**src/rtl/mux8x1_pkg.sv**
```systemverilog
`default_nettype none
// ============================================================================
// Module   : mux8x1_pkg
// Brief    : Shared constants, state encoding and helpers for the 8-to-1
//            mux scan controller.
// Revision : 1.0 - initial release
// ============================================================================
package mux8x1_pkg;

    localparam int N      = 8;
    localparam int SEL_W  = 3;
    localparam int DATA_W = 4;

    // Code 2'b11 is unused; the controller steers it back to IDLE.
    typedef enum logic [1:0] {
        IDLE   = 2'b00,
        SAMPLE = 2'b01,
        HOLD   = 2'b10
    } state_t;

    // One-hot decode of a channel index.
    function automatic logic [N-1:0] sel_onehot(input logic [SEL_W-1:0] sel);
        logic [N-1:0] v;
        v      = '0;
        v[sel] = 1'b1;
        return v;
    endfunction

endpackage
`default_nettype wire

```
**src/rtl/rr_pick8.sv**
```systemverilog
`default_nettype none
// ============================================================================
// Module   : rr_pick8
// Brief    : Combinational round-robin picker. The search starts one past the
//            last-granted channel and wraps 7 -> 0.
// Revision : 1.0 - initial release
// ============================================================================
module rr_pick8
    import mux8x1_pkg::*;
(
    input  logic [N-1:0]     req,
    input  logic [SEL_W-1:0] lg,
    output logic [SEL_W-1:0] pick,
    output logic             any
);

    logic [SEL_W-1:0] w_offset;
    logic [2*N-1:0]   w_dbl;
    logic [N-1:0]     w_rot;
    logic [SEL_W-1:0] w_idx;

    // Offset wraps naturally in SEL_W bits, giving (lg+1) mod N.
    assign w_offset = lg + SEL_W'(1);
    assign w_dbl    = {req, req};
    // Rotating right by the offset puts the highest-priority channel at bit 0.
    assign w_rot    = w_dbl[w_offset +: N];

    // Fixed-priority encode: lowest set bit of the rotated vector wins.
    always_comb begin
        w_idx = '0;
        for (int i = N - 1; i >= 0; i--) begin
            if (w_rot[i]) begin
                w_idx = SEL_W'(i);
            end
        end
    end

    // Undo the rotation; the sum wraps mod N in SEL_W bits.
    assign pick = w_idx + w_offset;
    assign any  = |req;

endmodule
`default_nettype wire

```
**src/rtl/mux8x1_scan_ctrl.sv**
```systemverilog
`default_nettype none
// ============================================================================
// Module   : mux8x1_scan_ctrl
// Brief    : Round-robin sequencer for an 8-to-1 mux. Drives the select,
//            samples the mux output one cycle later and offers it downstream
//            on a valid/ready handshake, tagged with its channel number.
// Revision : 1.0 - initial release
// ============================================================================
module mux8x1_scan_ctrl
    import mux8x1_pkg::*;
(
    input  logic              clk,
    input  logic              reset_L,
    input  logic [N-1:0]      req,
    input  logic [DATA_W-1:0] Q,
    output logic [SEL_W-1:0]  S,
    output logic [N-1:0]      gnt,
    output logic [DATA_W-1:0] out_data,
    output logic [SEL_W-1:0]  out_ch,
    output logic              out_valid,
    input  logic              out_ready,
    output logic              busy
);

    state_t            r_state;
    logic [SEL_W-1:0]  r_lg;
    logic [SEL_W-1:0]  r_sel;
    logic [N-1:0]      r_gnt;
    logic [DATA_W-1:0] r_data;
    logic [SEL_W-1:0]  r_ch;
    logic              r_valid;

    logic [SEL_W-1:0]  w_pick;
    logic              w_any;

    rr_pick8 u_pick (
        .req  (req),
        .lg   (r_lg),
        .pick (w_pick),
        .any  (w_any)
    );

    // Sequencer: IDLE picks a channel, SAMPLE captures Q, HOLD waits for ready.
    // The grant is registered so it is high exactly during the SAMPLE cycle.
    always_ff @(posedge clk or negedge reset_L) begin
        if (!reset_L) begin
            r_state <= IDLE;
            r_lg    <= SEL_W'(N - 1);
            r_sel   <= '0;
            r_gnt   <= '0;
            r_data  <= '0;
            r_ch    <= '0;
            r_valid <= 1'b0;
        end else begin
            case (r_state)
                IDLE: begin
                    if (w_any) begin
                        r_sel   <= w_pick;
                        r_lg    <= w_pick;
                        r_gnt   <= sel_onehot(w_pick);
                        r_state <= SAMPLE;
                    end
                end
                SAMPLE: begin
                    // Decision is final: capture even if the request dropped.
                    r_data  <= Q;
                    r_ch    <= r_sel;
                    r_valid <= 1'b1;
                    r_gnt   <= '0;
                    r_state <= HOLD;
                end
                HOLD: begin
                    if (out_ready) begin
                        r_valid <= 1'b0;
                        if (w_any) begin
                            r_sel   <= w_pick;
                            r_lg    <= w_pick;
                            r_gnt   <= sel_onehot(w_pick);
                            r_state <= SAMPLE;
                        end else begin
                            r_state <= IDLE;
                        end
                    end
                end
                default: begin
                    r_gnt   <= '0;
                    r_valid <= 1'b0;
                    r_state <= IDLE;
                end
            endcase
        end
    end

    assign S         = r_sel;
    assign gnt       = r_gnt;
    assign out_data  = r_data;
    assign out_ch    = r_ch;
    assign out_valid = r_valid;
    assign busy      = (r_state != IDLE);

endmodule
`default_nettype wire

```
**config.mk**
```make
export PLATFORM = sky130hd
export DESIGN_NAME = mux8x1_scan_ctrl
export DESIGN_NICKNAME = d
export VERILOG_FILES = /design/src/rtl/mux8x1_pkg.sv /design/src/rtl/rr_pick8.sv /design/src/rtl/mux8x1_scan_ctrl.sv
export SDC_FILE = /design/constraint.sdc
export NUM_CORES = 1
export LEC_CHECK = 0
export CAP_MARGIN = 20
export CORE_ASPECT_RATIO = 1.75
export CORE_UTILIZATION = 49
export CTS_CLUSTER_DIAMETER = 50
export DETAILED_ROUTE_END_ITERATION = 10
export GPL_TIMING_DRIVEN = 1
export HOLD_SLACK_MARGIN = 0.12
export PLACE_DENSITY = 0.87
export SLEW_MARGIN = 20
export SYNTH_ARGS = -nofsm -noshare
export SYNTH_HDL_FRONTEND = slang
export SYNTH_SLANG_ARGS = --single-unit
```
**constraint.sdc**
```tcl
create_clock -name clk -period 4.7 [get_ports clk]
set_input_delay 1.41 -clock clk [delete_from_list [all_inputs] [get_ports clk]]
set_output_delay 1.41 -clock clk [all_outputs]
set_load 0.01 [all_outputs]
```
# --- After elaboration in Yosys (flattened, before gate mapping) ---
# Index checks and enable logic that the tools add are counted.
classes:
  addsub: 2
  order_cmp: 2
  n_eq_ne: 4
  n_shift: 1
  mux: 25
  n_bitwise: 1
  reduce_logical: 8
ops:
  columns: ["cell", "count"]
  rows:
  - ["$mux W3", 12]
  - ["$mux W8", 2]
  - ["$pmux W8 S2", 1]
  - ["$shiftx A16 B4 Y8", 1]
  - ["$pmux W3 S2", 2]
  - ["$reduce_or A8 Y1", 1]
  - ["$pmux W2 S3", 1]
  - ["$reduce_and A2 Y1", 3]
  - ["$lt A3 B4 Y1 const B", 1]
  - ["$mux W2", 2]
  - ["$reduce_bool A2 Y1", 2]
  - ["$add A3 B1 Y3 const B", 1]
  - ["$add A3 B3 Y3", 1]
  - ["$demux W1 S3", 1]
  - ["$ge A3 B1 Y1 const B", 1]
  - ["$mux W1", 3]
  - ["$pmux W1 S3", 1]
  - ["$eq A2 B1 Y1 const B", 1]
  - ["$eq A2 B2 Y1 const B", 1]
  - ["$logic_not A2 Y1", 1]
  - ["$ne A2 B1 Y1 const B", 1]
  - ["$ne A2 B2 Y1 const B", 1]
  - ["$logic_and A1 B1 Y1", 1]
  - ["$not A1 Y1", 1]
word_totals:
  reg_bits: 24
  in_bits: 15
  out_inout_bits: 20
  word_cells: 50

# --- Depth between registers and ports, before layout ---
logic_depth:
  ltp_word: 18
  mapped_depth: 13
  mapped_depth_nobuf: 12

# --- By module ---
# Synthesis repeated with hierarchy kept, for this count alone.
hier_totals:
  hier_cells: 109
  hier_area_um2: 1427.6
modules_own_cells:
  columns: ["mod", "instances", "cells_per_inst", "area_per_inst_um2"]
  rows:
  - ["mux8x1_scan_ctrl", 1, 64, 967.2]
  - ["rr_pick8", 1, 45, 460.4]

# --- Worst setup path after synthesis ---
# No wires, ideal clock.
synth_path:
  kind: "input to register"
  start: "input port req[3]"
  end: "register r_sel[2] (netlist: S[2])"
  setup_ps: 125
  arrival_ps: 3573
  required_time_ps: 4575
  slack_ps: 1003
  path_stages: 10
  cell_sequence: "mux2_2 > mux2_2 > o21ai_0 > o21ai_0 > a21oi_1 > o21ai_0 > ha_1 > fa_1 > xor2_4 > mux2_2"
synth_via:
  elab_chain_cells: 13
  elab_cells_between_ends: 14
  cone_classes: "add/sub (1); shift (1); mux (11); reduce/logical (1)"
synth_lines:
  columns: ["element", "line_no", "text"]
  rows:
  - ["from (decl)", "mux8x1_scan_ctrl.sv:14", "input logic [N-1:0] req,"]
  - ["$shiftx A16 B4 Y8", "rr_pick8.sv:26", "assign w_rot = w_dbl[w_offset +: N];"]
  - ["$mux W3 (8 in a row)", "rr_pick8.sv:32", "if (w_rot[i]) begin"]
  - ["$add A3 B3 Y3", "rr_pick8.sv:39", "assign pick = w_idx + w_offset;"]
  - ["$mux W3 (*)", "mux8x1_scan_ctrl.sv:57, mux8x1_scan_ctrl.sv:75", null]
  - ["$mux W3", "mux8x1_scan_ctrl.sv:73", "if (out_ready) begin"]
  - ["$pmux W3 S2 (*)", "mux8x1_scan_ctrl.sv:55", "case (r_state)"]
  - ["to (signal assigned)", "mux8x1_scan_ctrl.sv:58", "r_sel <= w_pick;"]
  - ["to (signal assigned)", "mux8x1_scan_ctrl.sv:76", "r_sel <= w_pick;"]
  - ["to (decl)", "mux8x1_scan_ctrl.sv:27", "logic [SEL_W-1:0] r_sel;"]
# Mark *: on every way between the ends. The rest lies on a longest branch, timed or not. The select of a mux whose other input is x is not followed.
# A chain may end at the register's enable or synchronous reset.

# --- Worst setup path in the final report ---
layout_path:
  start: "input port req[1]"
  end: "register r_sel[2] (netlist: S[2])"
# Same word-level chain as after synthesis.

==> impl_metrics.csv <==
group,metric,value,unit
outcome,run_status,"finished with violations",
outcome,violations,"DRC",
synthesis,synth_sequential_area_ratio,40.0,%
detailed_routing,remaining_drc_errors,2,
setup_path,path_cells,"clkdlybuf4s50_1 > mux2_2 > mux2_2 > o21ai_0 > o21ai_0 > a21oi_1 > o21ai_0 > ha_1 > fa_1 > xor2_4 > mux2_2",
placed_design,placedInstanceArea,1840,µm²
clocking,post-cts-setup-buffer-count,0,
synthesis,synth-xor-area-share,2.99,%
global_routing,first_pass_grt_wire_length,5.60,mm
clocking,cts_buffers,3,
detailed_routing,detailroute.via_count,1226,
detailed_routing,vias_per_cell,6.07,
sta,final_critical_path_setup_slack,0.518,ns
detailed_routing,totalWireLength,3.40,mm
synthesis,synthesis.nets,160,
detailed_routing,routedWlPerCell,16.8,µm
setup_path,crit_buf_inv,1,
sta,setup_viol,0,
global_routing,grt_overflow,0,
setup_path,rr_worst_depth,11,
synthesis,synth_simple_gate_area_share,12.6,%
synthesis,synth-seq-cells,24,
sta,grt_setup_unrepaired,"no",
synthesis,muxShareOfSynthArea,16.7,%
placed_design,dp_hpwl,2.62,mm
clocking,tritoncts,"yes",
die,fp-row-count,26,
synthesis,fraction_of_the_mapped_netlist_area_in_compound_gates,18.5,%
detailed_routing,route.antenna.remaining_nets,0,
clocking,htree_levels,1,
setup_path,critical-path-top-delay-family,"multiplexers",
placed_design,pre_cts_ws,0.284,ns
setup_path,critical_path_cell_count,11,
worst_hold_path,min_delay_path_depth,2,
sta,setup_total_negative_slack,0,ns
die,die_x,44.0,µm
power_and_ir_drop,total_power,1.72,mW
sta,layout_min_cycle_time,4.18,ns
power_and_ir_drop,power_leakage,0.829,nW
finish,syn_to_final_growth,25.0,%
setup_path,slowest_delay,0.50,ns
sta,tightestPinTransition,0.695,ns
clocking,cts.hold.buffers_added,0,
run,cap_violations,0,
clocking,clk_root_buffer_cell,"sky130_fd_sc_hd__clkbuf_8",
global_routing,first_global_vias,1283,
setup_path,worst-path-max-fanout,10,
synthesis,synthCells,142,
finish,finish.cell_count_without_fillers,202,
die,die-area,3310,µm²
synthesis,synth_fa_ha_area_share,3.90,%
clocking,clock_tree.buffer_depth,2,
detailed_routing,drt_first_iter_violations,34,
setup_path,required_time_worst_endpoint,4.84,ns
setup_path,cp-start-kind,"primary input",
synthesis,synth.cell_area,1510,µm²
sta,final_hold_viol_count,0,
die,boundaryPins,35,
synthesis,yosysWarnings,0,
finish,drive_gt1_share,21.3,%
die,dieHeight,75.4,µm
finish,final_util,64.4,%
finish,inserted_diodes,0,
power_and_ir_drop,vdd.ir_drop.worst,0.685,mV
sta,clock_skew,0.00521,ns
setup_path,critPathSlowestCell,"sky130_fd_sc_hd__fa_1",
power_and_ir_drop,p_per_area,911,nW/µm²
finish,fin_nets,193,
clocking,cts_resized,0,
global_routing,global_route.usage.total,22.3,%
sta,slew_headroom,53.6,%
global_routing,antenna_found_initial,0,
detailed_routing,drt_pass1_iterations,7,
setup_path,endpoint_kind,"register",
synthesis,post_synth_num_cell_types,49,
global_routing,grt_start_max_net_pins,25,
setup_path,arrival,4.32,ns
synthesis,syn_avg_cell_area,10.6,µm²
sta,fmax,239,MHz
placed_design,placed_cells,198,
sta,drv_slew,0,
sta,fin_worst_hold_slack,0.464,ns
placed_design,gp_congestion,0.950,
die,fp.coreArea,2930,µm²
clocking,insertion_delay_to_the_later_sink_of_the_worst_skew_pair,0.26,ns
sta,finalCritPeriodShare,89.0,%
clocking,clkTransAtPathRegs,0.08,ns
die,initial_core_utilization,51.5,%
clocking,numClockSinks,24,
worst_hold_path,min-delay-path-class,"register to register",
synthesis,synth_top_family_by_area,"compound AO/OA/AOI/OAI gates",
finish,final_area,1890,µm²
placed_design,place.port_buffers,34,
setup_path,timing_worst_setup_path_type,"primary input to register",
logic make-up after synthesis:
kind of cell	after synthesis
AND/OR/NAND/NOR	40
AO/OA/AOI/OAI	36
flip-flops	24
multiplexers	22
buffers and inverters	13
adder cells (fa/ha/maj)	4
XOR/XNOR	3
cell usage after synthesis, drive strengths merged:
| library cell | number | area [µm²] |
|---|---|---|
| nand2b | 2 | 12.5 |
| ha | 2 | 25.0 |
| maj3 | 1 | 13.8 |
| nand3b | 1 | 7.51 |
| a32o | 1 | 11.3 |
| o311a | 1 | 11.3 |
| xnor2 | 1 | 8.76 |
| mux2i | 9 | 90.1 |
| o21ai | 11 | 55.1 |
| nor4 | 1 | 6.26 |
| dfrtp | 21 | 526 |
| nor2 | 11 | 41.3 |
| a21o | 4 | 30.0 |
| a21oi | 2 | 10.0 |
| buf | 3 | 27.5 |
| xor2 | 2 | 36.3 |
| fa | 1 | 20.0 |
| nand2 | 16 | 60.1 |
| o21a | 1 | 7.51 |
| o41ai | 1 | 16.3 |
| nand3 | 1 | 5.00 |
| mux2 | 12 | 139 |
| clkbuf | 3 | 21.3 |
| a211oi | 2 | 20.0 |
| nor2b | 1 | 6.26 |
| o31ai | 3 | 27.5 |
| or2 | 1 | 6.26 |
| mux4 | 1 | 22.5 |
| nor3 | 3 | 20.0 |
| dfstp | 3 | 78.8 |
| a22o | 3 | 28.8 |
| inv | 6 | 27.5 |
| a21boi | 1 | 7.51 |
| and2b | 1 | 10.0 |
| o211ai | 1 | 12.5 |
| and2 | 2 | 15.0 |
| clkinv | 1 | 3.75 |
| a32oi | 3 | 26.3 |
| a31oi | 1 | 6.26 |
| a221oi | 1 | 8.76 |
layout make-up:
type                    count  area, µm²
repair buffers             34        335
flip-flops and latches     24        604
inverters                   7       31.3
fillers                   255       1040
clock buffers               4       55.1
multi-input cells         105        825
well taps                  28       35.0
tightest hold or removal path, cell delays in order, from the launching register on:
cell	delay (ns)
sky130_fd_sc_hd__dfstp_2	0.38
sky130_fd_sc_hd__nand2_1	0.05
sky130_fd_sc_hd__nand2_1	0.05
where the power goes:
| part | switching (mW) | total (mW) | internal, mW | leakage, nW |
|---|---|---|---|---|
| sequential | 0.0752 | 0.385 | 0.310 | 0.296 |
| clock | 0.0598 | 0.134 | 0.0746 | 0.0288 |
| combinational | 0.651 | 1.20 | 0.549 | 0.504 |
placed cells by master, fill, tap and decap left out, drive strengths merged, types with 3 or more instances in the layout:
master,synthesis,layout
a22o,3,3
mux2i,9,9
a21o,4,4
dfstp,3,3
nor2,11,11
dfrtp,21,21
clkdlybuf4s50,0,33
a32oi,3,3
o31ai,3,3
inv,6,6
clkbuf,3,4
o21ai,11,11
nand2,16,16
mux2,12,12
nor3,3,3
layer usage:
| metal | up-vias | track usage [%] | wire (µm) |
|---|---|---|---|
| li1 | 574 | - | - |
| met1 | 599 | 25.0 | 1310 |
| met2 | 45 | 39.6 | 1850 |
| met3 | 8 | 2.37 | 160 |
| met4 | 0 | 14.1 | 83 |
| met5 | - | 0 | 0 |
registers in the layout, summed over array words and instances (netlist names):
| name | flops |
|---|---|
| gnt | 8 |
| out_data | 4 |
| S | 3 |
| out_ch | 3 |
| r_lg | 3 |
| r_state | 2 |
| out_valid | 1 |
worst paths after layout:
path / to / slack, ns / startpoint
max: S[2] / 0.52 / req[1]
min: r_lg[1] / 0.46 / r_lg[1]
max reg2reg: S[2] / 0.70 / r_lg[0]
min reg2reg: r_lg[1] / 0.46 / r_lg[1]
max in group asynchronous: r_lg[2] / 3.22 / reset_L
min in group asynchronous: S[1] / 1.12 / reset_L
(Power assumes the default switching activity.)
